===== src/rtl/uart_ctrl_pkg.sv =====
// Shared types and constants for the UART transmit-side controllers.
package uart_ctrl_pkg;

    typedef enum logic [1:0] {
        IDLE    = 2'd0,
        WRITE   = 2'd1,
        ACKWAIT = 2'd2,
        DRAIN   = 2'd3
    } arb_state_t;

    localparam int BYTE_W          = 8;
    localparam int ACK_TIMEOUT_DEF = 8;

endpackage


===== src/rtl/uart_rr_arbiter.sv =====
// Combinational rotate-priority picker: first eligible index at or above ptr_i, wrapping.
module uart_rr_arbiter #(
    parameter  int N     = 4,
    localparam int IDX_W = $clog2(N)
) (
    input  logic [N-1:0]     eligible_i,
    input  logic [IDX_W-1:0] ptr_i,
    output logic [N-1:0]     grant_oh_o,
    output logic [IDX_W-1:0] grant_idx_o,
    output logic             any_o
);

    logic found;

    always_comb begin
        grant_oh_o  = '0;
        grant_idx_o = '0;
        found       = 1'b0;
        for (int k = 0; k < N; k++) begin
            int j;
            j = int'(ptr_i) + k;
            if (j >= N) j = j - N;
            if (!found && eligible_i[j]) begin
                found         = 1'b1;
                grant_oh_o[j] = 1'b1;
                grant_idx_o   = IDX_W'(j);
            end
        end
        any_o = found;
    end

endmodule


===== src/rtl/uart_tx_arbiter.sv =====
// Round-robin sharing of one uart_tx between NREQ byte sources, with per-requester
// frame lock and a sticky flag for a transmitter that never acknowledges a write.
module uart_tx_arbiter
    import uart_ctrl_pkg::*;
#(
    parameter  int NREQ        = 4,
    parameter  int ACK_TIMEOUT = ACK_TIMEOUT_DEF,
    localparam int IDX_W       = $clog2(NREQ)
) (
    input  logic                     mclkx16,
    input  logic                     reset,
    input  logic [NREQ-1:0]          req_valid,
    input  logic [NREQ*BYTE_W-1:0]   req_data,
    input  logic [NREQ-1:0]          req_last,
    output logic [NREQ-1:0]          req_ready,
    output logic                     tx_write,
    output logic [BYTE_W-1:0]        tx_data,
    input  logic                     tx_txrdy,
    output logic [IDX_W-1:0]         grant_id,
    output logic                     busy,
    output logic                     locked,
    output logic                     err_nack,
    input  logic                     err_clear,
    output arb_state_t               dbg_state
);

    localparam int                CNT_W    = $clog2(ACK_TIMEOUT + 1);
    localparam logic [CNT_W-1:0]  CNT_MAX  = CNT_W'(ACK_TIMEOUT);
    localparam logic [IDX_W-1:0]  LAST_IDX = IDX_W'(NREQ - 1);

    arb_state_t          state_q, state_d;
    logic                rdy_meta_q, rdy_s_q;
    logic                tx_write_q, tx_write_d;
    logic [BYTE_W-1:0]   tx_data_q, tx_data_d;
    logic [IDX_W-1:0]    grant_id_q, grant_id_d;
    logic [IDX_W-1:0]    rr_ptr_q, rr_ptr_d;
    logic                locked_q, locked_d;
    logic                err_q, err_d;
    logic [CNT_W-1:0]    cnt_q, cnt_d;

    logic [NREQ-1:0]     lock_mask, eligible, pick_oh;
    logic [IDX_W-1:0]    pick_idx;
    logic                pick_any;

    // Handshake: a byte moves when req_valid[i] && req_ready[i] on a rising mclkx16;
    // req_ready is one-hot, lasts one cycle and only ever appears in IDLE.
    assign lock_mask = {{(NREQ-1){1'b0}}, 1'b1} << grant_id_q;
    assign eligible  = locked_q ? (req_valid & lock_mask) : req_valid;

    uart_rr_arbiter #(.N(NREQ)) u_pick (
        .eligible_i  (eligible),
        .ptr_i       (rr_ptr_q),
        .grant_oh_o  (pick_oh),
        .grant_idx_o (pick_idx),
        .any_o       (pick_any)
    );

    always_ff @(posedge mclkx16 or posedge reset) begin
        if (reset) begin
            state_q    <= IDLE;
            rdy_meta_q <= 1'b0;
            rdy_s_q    <= 1'b0;
            tx_write_q <= 1'b0;
            tx_data_q  <= '0;
            grant_id_q <= '0;
            rr_ptr_q   <= '0;
            locked_q   <= 1'b0;
            err_q      <= 1'b0;
            cnt_q      <= '0;
        end else begin
            state_q    <= state_d;
            rdy_meta_q <= tx_txrdy;
            rdy_s_q    <= rdy_meta_q;
            tx_write_q <= tx_write_d;
            tx_data_q  <= tx_data_d;
            grant_id_q <= grant_id_d;
            rr_ptr_q   <= rr_ptr_d;
            locked_q   <= locked_d;
            err_q      <= err_d;
            cnt_q      <= cnt_d;
        end
    end

    always_comb begin
        state_d    = state_q;
        req_ready  = '0;
        tx_write_d = 1'b0;
        tx_data_d  = tx_data_q;
        grant_id_d = grant_id_q;
        rr_ptr_d   = rr_ptr_q;
        locked_d   = locked_q;
        err_d      = err_q;
        cnt_d      = cnt_q;
        if (err_clear) err_d = 1'b0;
        case (state_q)
            IDLE: begin
                if (rdy_s_q && pick_any) begin
                    req_ready  = pick_oh;
                    tx_data_d  = req_data[pick_idx*BYTE_W +: BYTE_W];
                    grant_id_d = pick_idx;
                    locked_d   = !req_last[pick_idx];
                    if (req_last[pick_idx])
                        rr_ptr_d = (pick_idx == LAST_IDX) ? '0 : pick_idx + 1'b1;
                    tx_write_d = 1'b1;
                    state_d    = WRITE;
                end
            end
            WRITE: begin
                cnt_d   = '0;
                state_d = ACKWAIT;
            end
            ACKWAIT: begin
                if (!rdy_s_q) begin
                    state_d = DRAIN;
                end else begin
                    cnt_d = cnt_q + 1'b1;
                    // A silent transmitter must not wedge the bus; the byte is written off.
                    if (cnt_d == CNT_MAX) begin
                        err_d   = 1'b1;
                        state_d = IDLE;
                    end
                end
            end
            DRAIN: begin
                if (rdy_s_q) state_d = IDLE;
            end
            default: state_d = IDLE;
        endcase
    end

    assign tx_write  = tx_write_q;
    assign tx_data   = tx_data_q;
    assign grant_id  = grant_id_q;
    assign busy      = (state_q != IDLE);
    assign locked    = locked_q;
    assign err_nack  = err_q;
    assign dbg_state = state_q;

endmodule


===== config.mk =====
export PLATFORM = sky130hd
export DESIGN_NAME = uart_tx_arbiter
export DESIGN_NICKNAME = d
export VERILOG_FILES = /design/src/rtl/uart_ctrl_pkg.sv /design/src/rtl/uart_rr_arbiter.sv /design/src/rtl/uart_tx_arbiter.sv
export SDC_FILE = /design/constraint.sdc
export NUM_CORES = 1
export LEC_CHECK = 0
export ABC_AREA = 0
export CORE_MARGIN = 1.5
export CORE_UTILIZATION = 45
export DETAILED_ROUTE_END_ITERATION = 8
export PLACE_DENSITY = 0.84
export SYNTH_ARGS = -nofsm -noshare
export SYNTH_HDL_FRONTEND = slang
export SYNTH_SLANG_ARGS = --single-unit
export TNS_END_PERCENT = 10

===== constraint.sdc =====
create_clock -name mclkx16 -period 4.6 [get_ports mclkx16]
set_input_delay 0.92 -clock mclkx16 [delete_from_list [all_inputs] [get_ports mclkx16]]
set_output_delay 0.92 -clock mclkx16 [all_outputs]
set_load 0.05 [all_outputs]

==> key figures <==
Power and ir drop
  – Leakage power total: around 1.3 nW
  – Maximum resistive drop on vdd: between 300 and 400 µV
  – Post-route total power: 2.27 mW
  – Power per cell area: 775 mW/mm²

Placed design
  – HPWL after detailed placement: 4550 µm
  – Post-Place Worst Slack: 0.709 ns
  – Routability Congestion: 0.906
  – Count of input and output buffers: 63

Floorplan
  – Die X-Extent: 72.6 µm
  – Cell row count: 25
  – Die Outline Area: between 0.005 and 0.006 mm²
  – Area of the core: 0.00469 mm²
  – Initial Utilization: 46.4%
  – Chip height: 72.6 µm
  – Total I/O pin count: 64

Yosys
  – Number of enable flip-flop cells after synthesis: 0
  – Post-Synth Simple-Gate Area: 21.6%
  – Avg Cell Area, Syn: just over 8 µm²
  – Mux contribution to synthesized area: 12.4%
  – XOR/XNOR Fraction of Synth Area: less than 1%
  – #FFs+latches synth: 23
  – Number of different library cells in the post-synthesis netlist: 46
  – Dominant synthesized flop cell: sky130_fd_sc_hd__dfrtp_1
  – Mapped cell area: 0.00218 mm²
  – Fraction of registers with async set or reset after synthesis: 100%
  – Dominant combinational cell family by area after synthesis: compound AO/OA/AOI/OAI gates
  – Share of the yosys chip area belonging to registers: 26.4%
  – Instance count of the mapped netlist: 268
  – Fraction of the mapped netlist area in adder cells: 5.17%
  – Compound-gate portion of the synthesized area: 29.0%
  – Post-Syn Nets: 321
  – Yosys warning total: 0

Layout
  – Net total in the final layout: 383
  – Util after Layout: a little over three fifths
  – Area Growth Syn to Fin: 34.5%
  – Ratio of cells with drive above 1 in the final layout: 10.0%
  – Ant diodes: 0

Route
  – Number of optimization iterations in the first detailed-route pass: 6
  – Via/cell ratio: 6.01
  – Count of unresolved DRC violations after routing: 0
  – Wire length per cell: around 16 µm
  – Total via count in the routed design: around 2,300
  – ANT nets after route: 0
  – Iteration-0 DRC count of the detailed router: around 230
  – Aggregate routed wire length: around 6000 µm

Flow run
  – Max-cap violations: 0

Timing
  – Fmax: 0.252 GHz
  – RSZ-0062 raised after global routing: false
  – Final slew viol count: 0
  – Max-slew headroom: 32.9%
  – Period utilisation layout: 86.2%
  – Sum of negative setup slack: 0 ns
  – Final setup skew: between 0.004 and 0.005 ns
  – Shortest clock period the worst path allows after layout: 3.97 ns
  – Slew at the pin with the worst max-slew slack: 1.00 ns
  – Min setup slack post-route: 0.634 ns
  – Count of endpoints failing hold in the final timing report: 0
  – Setup-violating endpoint count in the final report: 0

Clock tree
  – Clk Tree Root Cell: sky130_fd_sc_hd__clkbuf_8
  – Number of gates given a new drive strength after cts: 0
  – Buffers inserted during post-CTS setup optimization: 0
  – Maximum root-to-sink buffer count: 2
  – Clock tree from TritonCTS: yes
  – Number of buffers added to fix hold violations after cts: 0
  – Clock-pin slew of the registers on the worst-case setup and hold paths: 0.08 ns
  – Number of buffers created by CTS: 3
  – H-tree level count: 1
  – Number of clock sinks seen by CTS: 23
  – Worst-skew pair later-pin latency: 0.26 ns

Critical path
  – R2R cell count: 10
  – Highest net fanout along the worst path: 11
  – Biggest cell delay along the critical path: 0.48 ns
  – Data required time of the critical path: 3.68 ns
  – Buf/Inv on CP: 3
  – Nature of the critical path endpoint: output port
  – CP Data Arrival Time: 3.05 ns
  – Crit path max-delay family: compound AO/OA/AOI/OAI gates
  – Instance count on the critical path: 9
  – Cell Chain, Critical Path: clkdlybuf4s50_1, o21ai_1, o21ai_0, buf_4, nand3_1, a21boi_0, a222oi_1, a21oi_1, buf_4
  – Most numerous cell on the critical path: sky130_fd_sc_hd__buf_4
  – Setup Crit Path Kind: in -> out
  – Kind of start point of the critical path: input pin
  – Critical-path top delay cell: sky130_fd_sc_hd__clkdlybuf4s50_1

GRT
  – Global route overflow: 0
  – Pin count of the biggest net entering global routing: 51
  – Via count of the first global-routing pass: roughly 2,100
  – Global-route wire length before repair: 9740 µm
  – GRT Util Overall: 23.1%
  – Initial antenna violation count: 0

Min path
  – Hold Crit Class: reg -> reg
  – Cell depth of the worst min-delay path: 0

Run status
  – Outcome: finished, final reports clean
[flip-flops by register name, indices dropped and copies added, names as in the netlist]
signal and cells:
cnt_q 4, rr_ptr_q 2, grant_id 2, rdy_meta_q 1, tx_write 1, err_nack 1, locked 1, dbg_state 2
tx_data 8, rdy_s_q 1
[stage by stage]
stage | instance area (µm²) | cells | hold slack [ns]
floorplan | 2180 | 268 | 0.331
global placement | 2880 | 379 | 0.334
detailed placement | 2880 | 379 | 0.336
CTS | 2930 | 383 | 0.356
global route | 2930 | 383 | 0.362
finish | 2930 | 383 | 0.353
[final timing paths]
path,slack (ns),end,start
max,0.63,req_ready[2],req_valid[1]
min in group asynchronous,1.12,tx_data[5]$_DFFE_PP0P_,reset
min,0.35,rdy_s_q$_DFF_PP0_,rdy_meta_q$_DFF_PP0_
max reg2reg,1.33,tx_data[6]$_DFFE_PP0P_,rr_ptr_q[0]$_DFFE_PP0P_
min reg2reg,0.35,rdy_s_q$_DFF_PP0_,rdy_meta_q$_DFF_PP0_
max in group asynchronous,2.96,grant_id[1]$_DFFE_PP0P_,reset
[Yosys cell counts, types with 2 or more instances]
master | instances | share of area, %
sky130_fd_sc_hd__a2111oi_0 | 8 | 3.2
sky130_fd_sc_hd__a21boi_1 | 2 | 0.69
sky130_fd_sc_hd__a21oi_1 | 11 | 2.5
sky130_fd_sc_hd__a222oi_1 | 4 | 1.8
sky130_fd_sc_hd__a22oi_1 | 10 | 3.4
sky130_fd_sc_hd__a22oi_2 | 2 | 1.1
sky130_fd_sc_hd__a31oi_1 | 2 | 0.57
sky130_fd_sc_hd__and2_1 | 3 | 0.86
sky130_fd_sc_hd__and3_1 | 10 | 2.9
sky130_fd_sc_hd__buf_2 | 4 | 0.92
sky130_fd_sc_hd__buf_4 | 2 | 0.69
sky130_fd_sc_hd__clkbuf_1 | 13 | 2.2
sky130_fd_sc_hd__dfrtp_1 | 23 | 26
sky130_fd_sc_hd__ha_1 | 9 | 5.2
sky130_fd_sc_hd__inv_1 | 6 | 1.0
sky130_fd_sc_hd__mux2_1 | 3 | 1.6
sky130_fd_sc_hd__mux2_4 | 6 | 4.1
sky130_fd_sc_hd__mux2i_1 | 10 | 4.6
sky130_fd_sc_hd__mux4_2 | 2 | 2.1
sky130_fd_sc_hd__nand2_1 | 33 | 5.7
sky130_fd_sc_hd__nand3_1 | 18 | 4.1
sky130_fd_sc_hd__nor2_1 | 14 | 2.4
sky130_fd_sc_hd__nor2b_1 | 5 | 1.4
sky130_fd_sc_hd__nor3_1 | 9 | 2.1
sky130_fd_sc_hd__o2111ai_1 | 8 | 3.2
sky130_fd_sc_hd__o21a_1 | 3 | 1.0
sky130_fd_sc_hd__o21ai_0 | 11 | 2.5
sky130_fd_sc_hd__o21ai_1 | 12 | 2.8
sky130_fd_sc_hd__o31ai_1 | 8 | 2.8
[worst register-to-register path: cells and delay by family, from the launching register on]
| family | cells | cell delay (ns) |
|---|---|---|
| buffers and inverters | 3 | 0.76 |
| flip-flops | 1 | 0.36 |
| multiplexers | 3 | 1.03 |
| adder cells (fa/ha/maj) | 1 | 0.52 |
| AO/OA/AOI/OAI | 3 | 0.48 |
[cell type report]
cell class,instances,area [µm²]
Fill cell,432,1760
Multi-Input combinational cell,219,1490
Timing Repair Buffer,76,718
Sequential cell,23,576
Tap cell,54,67.6
Clock buffer,3,41.3
Inverter,7,26.3
Clock inverter,1,7.51
[logic make-up after synthesis]
kind of cell | count (synthesis)
AO/OA/AOI/OAI | 89
XOR/XNOR | 1
AND/OR/NAND/NOR | 99
adder cells (fa/ha/maj) | 9
multiplexers | 21
buffers and inverters | 26
flip-flops | 23
[placed cells by master (no fill, tap or decap), types with 10 or more instances in the layout]
master and instances:
sky130_fd_sc_hd__nand2_1 33, sky130_fd_sc_hd__clkdlybuf4s50_1 59, sky130_fd_sc_hd__nor2_1 14, sky130_fd_sc_hd__o21ai_1 12, sky130_fd_sc_hd__o21ai_0 11, sky130_fd_sc_hd__dfrtp_1 23
sky130_fd_sc_hd__and3_1 10, sky130_fd_sc_hd__a22oi_1 10, sky130_fd_sc_hd__mux2i_1 10, sky130_fd_sc_hd__nand3_1 18, sky130_fd_sc_hd__buf_4 17, sky130_fd_sc_hd__a21oi_1 11
[power by group]
part	switching (mW)	internal, mW	total [mW]
Clock	0.0632	0.0612	0.124
Sequential	0.0742	0.274	0.348
Combinational	1.08	0.714	1.80
[layer usage]
layer  global-route usage [%]  up-vias  part of all wire, %
met5                        0        -                    0
met4                     3.98        0                  1.0
met3                     2.50        4                  4.9
met2                     38.0       87                   47
met1                     33.0     1069                   47
li1                         -     1142                    -
No activity file was read; power rests on OpenSTA's default activity.
